--- config.mk ---
export PLATFORM = sky130hd
export DESIGN_NAME = uart_program_loader
export DESIGN_NICKNAME = d
export VERILOG_FILES = /design/src/rtl/uart_program_loader_pkg.sv /design/src/rtl/uart_program_loader_rx.sv /design/src/rtl/uart_program_loader.sv
export SDC_FILE = /design/constraint.sdc
export NUM_CORES = 1
export LEC_CHECK = 0
export CORE_ASPECT_RATIO = 0.6
export CORE_UTILIZATION = 44
export CTS_CLUSTER_DIAMETER = 50
export DETAILED_ROUTE_END_ITERATION = 6
export HOLD_SLACK_MARGIN = 0.02
export PLACE_DENSITY = 0.64
export SLEW_MARGIN = 20
export SYNTH_ARGS = -nofsm -noshare
export SYNTH_HDL_FRONTEND = slang
export SYNTH_HIERARCHICAL = 1
export SYNTH_SLANG_ARGS = --single-unit
--- constraint.sdc ---
create_clock -name clk_25mhz -period 6.91 [get_ports clk_25mhz]
set_input_delay 1.382 -clock clk_25mhz [delete_from_list [all_inputs] [get_ports clk_25mhz]]
set_output_delay 1.382 -clock clk_25mhz [all_outputs]
set_load 0.01 [all_outputs]
--- src/rtl/uart_program_loader_pkg.sv ---
// Shared definitions for the UART program loader:
// loader FSM encoding and baud divisor helpers.
package uart_program_loader_pkg;

  localparam logic [2:0] HDR_HI = 3'd0;
  localparam logic [2:0] HDR_LO = 3'd1;
  localparam logic [2:0] DATA   = 3'd2;
  localparam logic [2:0] WRITE  = 3'd3;
  localparam logic [2:0] DONE   = 3'd4;

  localparam int BIT_DIV  = 25000000 / 115200;
  localparam int HALF_DIV = BIT_DIV / 2;

  function automatic int bit_div(
    input int clk_freq,
    input int baud
  );
    return clk_freq / baud;
  endfunction

endpackage

--- src/rtl/uart_program_loader_rx.sv ---
// 8N1 UART receiver: 2-flop synchroniser, mid-bit
// sampling, one-cycle byte_valid / framing_error pulses.
module uart_rx #(
  parameter int CLK_FREQ = 25000000,
  parameter int BAUD     = 115200
) (
  input  logic       clk,
  input  logic       rst,
  input  logic       rx,
  output logic [7:0] data,
  output logic       byte_valid,
  output logic       framing_error
);
  import uart_program_loader_pkg::*;

  localparam int DIV  = bit_div(CLK_FREQ, BAUD);
  localparam int HALF = DIV / 2;
  localparam int CW   = $clog2(DIV);

  localparam logic [1:0] RX_IDLE  = 2'd0;
  localparam logic [1:0] RX_START = 2'd1;
  localparam logic [1:0] RX_BITS  = 2'd2;
  localparam logic [1:0] RX_STOP  = 2'd3;

  logic [1:0]    sync;
  logic          rx_s;
  logic          rx_prev;
  logic [1:0]    st;
  logic [CW-1:0] cnt;
  logic [2:0]    nbit;
  logic [7:0]    shreg;
  logic          bit_end;
  logic          half_end;

  assign rx_s     = sync[1];
  assign bit_end  = (cnt == CW'(DIV - 1));
  assign half_end = (cnt == CW'(HALF - 1));
  assign data     = shreg;

  always_ff @(posedge clk or posedge rst) begin
    if (rst) begin
      sync          <= 2'b11;
      rx_prev       <= 1'b1;
      st            <= RX_IDLE;
      cnt           <= '0;
      nbit          <= '0;
      shreg         <= '0;
      byte_valid    <= 1'b0;
      framing_error <= 1'b0;
    end else begin
      sync          <= {sync[0], rx};
      rx_prev       <= rx_s;
      byte_valid    <= 1'b0;
      framing_error <= 1'b0;
      cnt           <= cnt + CW'(1);
      case (st)
        RX_IDLE: begin
          cnt <= '0;
          if (rx_prev && !rx_s) st <= RX_START;
        end
        // a start bit that is high again at mid-bit was a glitch
        RX_START: if (half_end) begin
          cnt  <= '0;
          nbit <= '0;
          st   <= rx_s ? RX_IDLE : RX_BITS;
        end
        RX_BITS: if (bit_end) begin
          cnt   <= '0;
          shreg <= {rx_s, shreg[7:1]};
          nbit  <= nbit + 3'd1;
          if (nbit == 3'd7) st <= RX_STOP;
        end
        RX_STOP: if (bit_end) begin
          st            <= RX_IDLE;
          byte_valid    <= rx_s;
          framing_error <= !rx_s;
        end
        default: st <= RX_IDLE;
      endcase
    end
  end

endmodule

--- src/rtl/uart_program_loader.sv ---
// Boot loader: frames a UART byte stream into words
// and writes them to instruction RAM, holding the CPU.
module uart_program_loader #(
  parameter int CLK_FREQ       = 25000000,
  parameter int BAUD           = 115200,
  parameter int ADDR_WIDTH     = 8,
  parameter int DATA_WIDTH     = 32,
  parameter int TIMEOUT_CYCLES = 2500000
) (
  input  logic                  clk_25mhz,
  input  logic                  reset,
  input  logic                  rx,
  output logic                  ram_write_enable,
  output logic [ADDR_WIDTH-1:0] ram_address,
  output logic [DATA_WIDTH-1:0] ram_write_data,
  output logic                  cpu_hold,
  output logic                  done,
  output logic                  error,
  output logic [ADDR_WIDTH:0]   words_loaded
);
  import uart_program_loader_pkg::*;

  localparam int TW = $clog2(TIMEOUT_CYCLES + 1);
  localparam logic [16:0] MAX_WORDS = 17'(2 ** ADDR_WIDTH);

  logic [7:0]            rx_data;
  logic                  byte_valid;
  logic                  framing_error;
  logic [2:0]            state;
  logic [7:0]            count_hi;
  logic [15:0]           count;
  logic [1:0]            byte_idx;
  logic [DATA_WIDTH-9:0] word;
  logic [TW-1:0]         tmo;
  logic [15:0]           hdr;
  logic                  hdr_bad;
  logic                  tmo_run;
  logic                  tmo_hit;
  logic [ADDR_WIDTH:0]   wl_next;

  uart_rx #(
    .CLK_FREQ(CLK_FREQ),
    .BAUD    (BAUD)
  ) u_rx (
    .clk          (clk_25mhz),
    .rst          (reset),
    .rx           (rx),
    .data         (rx_data),
    .byte_valid   (byte_valid),
    .framing_error(framing_error)
  );

  assign hdr     = {count_hi, rx_data};
  assign hdr_bad = (hdr == 16'd0) || ({1'b0, hdr} > MAX_WORDS);
  assign tmo_run = (state == HDR_LO) || (state == DATA);
  assign tmo_hit = tmo_run && (tmo == TW'(TIMEOUT_CYCLES - 1));
  assign wl_next = words_loaded + (ADDR_WIDTH+1)'(1);

  always_ff @(posedge clk_25mhz or posedge reset) begin
    if (reset) begin
      ram_write_enable <= 1'b0;
      ram_address      <= '0;
      ram_write_data   <= '0;
      cpu_hold         <= 1'b1;
      done             <= 1'b0;
      error            <= 1'b0;
      words_loaded     <= '0;
      state            <= HDR_HI;
      count_hi         <= '0;
      count            <= '0;
      byte_idx         <= '0;
      word             <= '0;
      tmo              <= '0;
    end else begin
      ram_write_enable <= 1'b0;
      tmo <= (tmo_run && !byte_valid) ? tmo + TW'(1) : '0;
      // a loaded image survives line noise while the CPU runs
      if (framing_error) begin
        error <= 1'b1;
        if (state != DONE) state <= HDR_HI;
      end else if (tmo_hit && !byte_valid) begin
        error <= 1'b1;
        state <= HDR_HI;
      end else begin
        case (state)
          HDR_HI: if (byte_valid) begin
            count_hi <= rx_data;
            state    <= HDR_LO;
          end
          HDR_LO: if (byte_valid) begin
            if (hdr_bad) begin
              error <= 1'b1;
              state <= HDR_HI;
            end else begin
              count        <= hdr;
              words_loaded <= '0;
              done         <= 1'b0;
              error        <= 1'b0;
              byte_idx     <= '0;
              state        <= DATA;
            end
          end
          DATA: if (byte_valid) begin
            word     <= {word[DATA_WIDTH-17:0], rx_data};
            byte_idx <= byte_idx + 2'd1;
            if (byte_idx == 2'd3) begin
              state            <= WRITE;
              ram_write_enable <= 1'b1;
              ram_address      <= words_loaded[ADDR_WIDTH-1:0];
              ram_write_data   <= {word, rx_data};
            end
          end
          WRITE: begin
            words_loaded <= wl_next;
            if (16'(wl_next) == count) begin
              state    <= DONE;
              cpu_hold <= 1'b0;
              done     <= 1'b1;
            end else begin
              state <= DATA;
            end
          end
          DONE: if (byte_valid) begin
            count_hi <= rx_data;
            state    <= HDR_LO;
            cpu_hold <= 1'b1;
            done     <= 1'b0;
          end
          default: state <= HDR_HI;
        endcase
      end
    end
  end

endmodule
==> results list <==
* Number of cells on the critical path: 6
* Worst R2R End: words_loaded[1]$_DFFE_PP0P_
- sky130_fd_sc_hd__dfrtp_1 takes more of the synthesized area than any other cell.
* Sequential share of the synthesized area: 0.5629
- The critical path starts at state[0]$_DFFE_PP0P_.
- The total count of hold-check failures in the final report is 0.
- Via count of the first global-routing pass: 4,856
* Share of cells above drive strength 1: 0.1601
- For the worst flop-to-flop path, the logic depth is 6.
- Summed over all layers, the routed wires come to about 15,000 um.
- In this run the count of I/O pins placed on the die edge is 56.
- Largest vdd supply drop: approximately 0.17 mV
- Number of synthesized register bits: roughly 150
- The first detailed-routing pass ran for 5 iterations.
* Clock-pin slew on the worst setup and hold paths: about 0.060 ns
- The die covers approximately 16,000 um2.
- Buffer depth of the longest clock path: 2
- Total overflow reported by the global router: 0
- Dividing total power by cell area gives a power density of about 240 nW/um2.
* Top Family by Delay on Critical Path: simple AND/OR/NAND/NOR gates
* List of cells traversed by the critical path: nand2b_1 -> a211o_1 -> nor4_1 -> or2_2 -> nor3_2 -> mux2i_1
- The number of antenna violations at the first check in global routing came to 0.
- Dividing the detail-routed via count by the number of cells gives around 5.5.
- Final setup skew: between 0.01 and 0.015 ns
* Setup TNS: 0 ns
- In the finished design, the share of the clock period the worst path needs comes to 0.4445.
- First-pass GRT wire length: around 25,000 um
* Die span in y: roughly 100 um
- TritonCTS created 17 clock buffers.
- Of the post-synthesis cell area, the dominant cell type holds 0.5475.
- Worst path slowest cell: sky130_fd_sc_hd__a211o_1
- CP endpoint: words_loaded[1]$_DFFE_PP0P_
- Per-cell routed wire length: 16.74 um
- Critical path peak fanout: 23
- The worst setup path is launched from a flop.
- Minimum setup slack after placement: 3.535 ns
* Final setup margin: 3.838 ns
- Period minus WS final: between 3 and 4 ns
- Type of the tightest min-delay check: flop to flop
- The detail route stage leaves a number of antenna-violating nets equal to 0.
- In this run, synthesis inferred 0 flip-flops with an integrated enable.
- The critical path in this run is classified as flop to flop.
* RSZ-0062 raised after global routing: no
* Launch point of the worst reg-to-reg path: state[0]$_DFFE_PP0P_
* Post-synthesis average cell area: around 11 um2
- Half-perimeter wire length after detailed placement: 10,080 um
- In this run the number of H-tree levels came out at 4.
* Actual slew at the worst max-slew pin: between 1 and 1.5 ns
- 0 antenna diodes ended up in the layout.
- Synthesis produced a netlist whose cell count is roughly 620.
* Area growth, synth to finish: 19.24%
* Sink count of the clock tree: about 150
* CTS tree: yes
- Most used DFF post-synth: sky130_fd_sc_hd__dfrtp_1
* Highest clock frequency the design can meet: 325.5 MHz
- Once placement finished, the instance area stood at around 7600 um2.
- Outcome: finished clean
- MaxCap Viol Count: 0
- DRC violations left: 0
- Entering global routing, the biggest net connects 70 pins.
* CORE AREA: ~15,000 um2
- Yosys printed 6 warnings.
* Final slew viol count: 0
- In the global route stage, overall resource usage came out at 0.1995.
- Once the clock tree was built, the setup fixing pass inserted 0 buffers.
* Initial Util: 0.4617
- Worst-Skew Late Latency: just over 0.4 ns
- The root buffer cell chosen for the clock tree is sky130_fd_sc_hd__clkbuf_16.
- On the worst path, the slowest cell contributes a delay of 0.70 ns.
- Cts hold-fix bufs: 0
* Synth area leaders: sky130_fd_sc_hd__dfrtp_1 55%, sky130_fd_sc_hd__mux2_2 10%, sky130_fd_sc_hd__nand2_1 5.4%, sky130_fd_sc_hd__xor2_1 2.3%, sky130_fd_sc_hd__nor2_1 1.9%
* Relative slew slack: 0.3238
- The floorplan has 34 rows.
* Static leakage: around 3.8 nW
- Most frequent cell after synthesis: sky130_fd_sc_hd__dfrtp_1
- When the netlist entered floorplanning its net count stood at between 600 and 700.
- The finished cells cover 8174 um2.
- Hold timing on the final database bottoms out at a slack of approximately 0.36 ns.
- Netlist area before placement: 6855 um2
- Port Buffer Count: between 50 and 60
- The worst setup path is captured at a flop.
- Net count reported at finish: roughly 680
- FF-to-FF setup slack: about 3.8 ns
- The number of buffers and inverters on the critical path is 0.
* Die Span X: about 160 um
* Post-synth top cells: 150 x sky130_fd_sc_hd__dfrtp_1, 99 x sky130_fd_sc_hd__nand2_1, 62 x sky130_fd_sc_hd__mux2_2
- In this run, distinct cell masters in the synthesized netlist total 63.
- Arrival time at the worst endpoint: about 3.4 ns
- Required time at the worst-slack endpoint: 7.24 ns
- For this run, asynchronously set or reset flops after synthesis account for 1.000.
- Setup violations remaining at the end of the flow were counted as 0.
* Via count of the routed design: about 5,000
- The first routing iteration left 373 violations.
- At the end of routability-driven placement, the weighted congestion stood at just under 0.9.
- Total of cells resized after clock tree synthesis: 0
## how the worst min path moves through the flow
stage	start	to	slack, ns	cells after the start
global route	u_rx/sync[0]$_DFF_PP1_	u_rx/sync[1]$_DFF_PP1_	0.36	0
floorplan	u_rx/sync[0]$_DFF_PP1_	u_rx/sync[1]$_DFF_PP1_	0.35	0
detailed placement	u_rx/sync[0]$_DFF_PP1_	u_rx/sync[1]$_DFF_PP1_	0.35	0
global placement	u_rx/sync[0]$_DFF_PP1_	u_rx/sync[1]$_DFF_PP1_	0.35	0
CTS	u_rx/sync[0]$_DFF_PP1_	u_rx/sync[1]$_DFF_PP1_	0.36	0
finish	u_rx/sync[0]$_DFF_PP1_	u_rx/sync[1]$_DFF_PP1_	0.36	0
## where the power goes
| group | switching (W) | internal [W] |
|---|---|---|
| sequential | 0.0000349 | 0.000923 |
| clock | 0.000352 | 0.000576 |
| combinational | 0.0000499 | 0.0000339 |
## per-layer routing
| layer | routed length [um] | track usage | vias to the layer above |
|---|---|---|---|
| met5 | 0 | 0 | - |
| met4 | 138 | 0.04673 | 0 |
| met3 | 755 | 0.04672 | 15 |
| met2 | 6383 | 0.2888 | 138 |
| met1 | 7441 | 0.3012 | 2437 |
| li1 | - | - | 2271 |
## kinds of logic (layout without fill, tap and decap cells)
kind of cell	after synthesis	count (layout)	synth area share
compound gates	73	73	0.07137
xor+xnor	26	26	0.03322
fa+ha+maj	8	8	0.01424
buf+inv	40	104	0.02318
flops	154	154	0.5629
mux	66	66	0.1079
simple gates	250	250	0.1873
## state kept, by name, summed over array words and instances (netlist names), 8 cells and up, named ones only
signal          flops
u_rx/data           8
count              16
u_rx/cnt            8
words_loaded        9
count_hi            8
word               24
ram_write_data     32
ram_address         8
tmo                22
## stage by stage
step,cells,power (W),utilization
final,879,0.001970,0.5506
after global routing,879,0.002053,0.5506
after CTS,879,0.001992,0.5502
after detailed placement,848,0.001057,0.5102
after global placement,848,0.001049,0.5102
after floorplan,617,0.001029,-
## final cells by class
type                    count  area, um2
clock buffers              20      446.7
clock inverters            11      147.6
multi-input cells         423       2845
well taps                 198      247.7
inverters                  16      62.56
repair buffers             57      565.5
flip-flops and latches    154       3859
fillers                  1263       6673
## placed cells by master (no fill, tap or decap), drive strengths merged, types with 9 or more instances in the layout
| master | synthesis | layout |
|---|---|---|
| dfrtp | 150 | 150 |
| clkbuf | 20 | 20 |
| nor2 | 34 | 34 |
| nor3 | 14 | 14 |
| xor2 | 18 | 18 |
| nor4 | 10 | 10 |
| a21oi | 15 | 15 |
| nor2b | 9 | 9 |
| mux2 | 63 | 63 |
| nand3 | 16 | 16 |
| o21ai | 15 | 15 |
| nand4 | 10 | 10 |
| inv | 16 | 15 |
| clkdlybuf4s50 | 0 | 55 |
| nand2 | 99 | 99 |
| nand2b | 15 | 15 |
## worst register-to-register path, delay by kind of cell, from the launching register on
family,cells,cell delay [ns]
AOI/OAI and AO/OA,1,0.70
DFF,1,0.54
muxes,1,0.27
and+or+nand+nor,4,1.49
(Power assumes the default switching activity.)
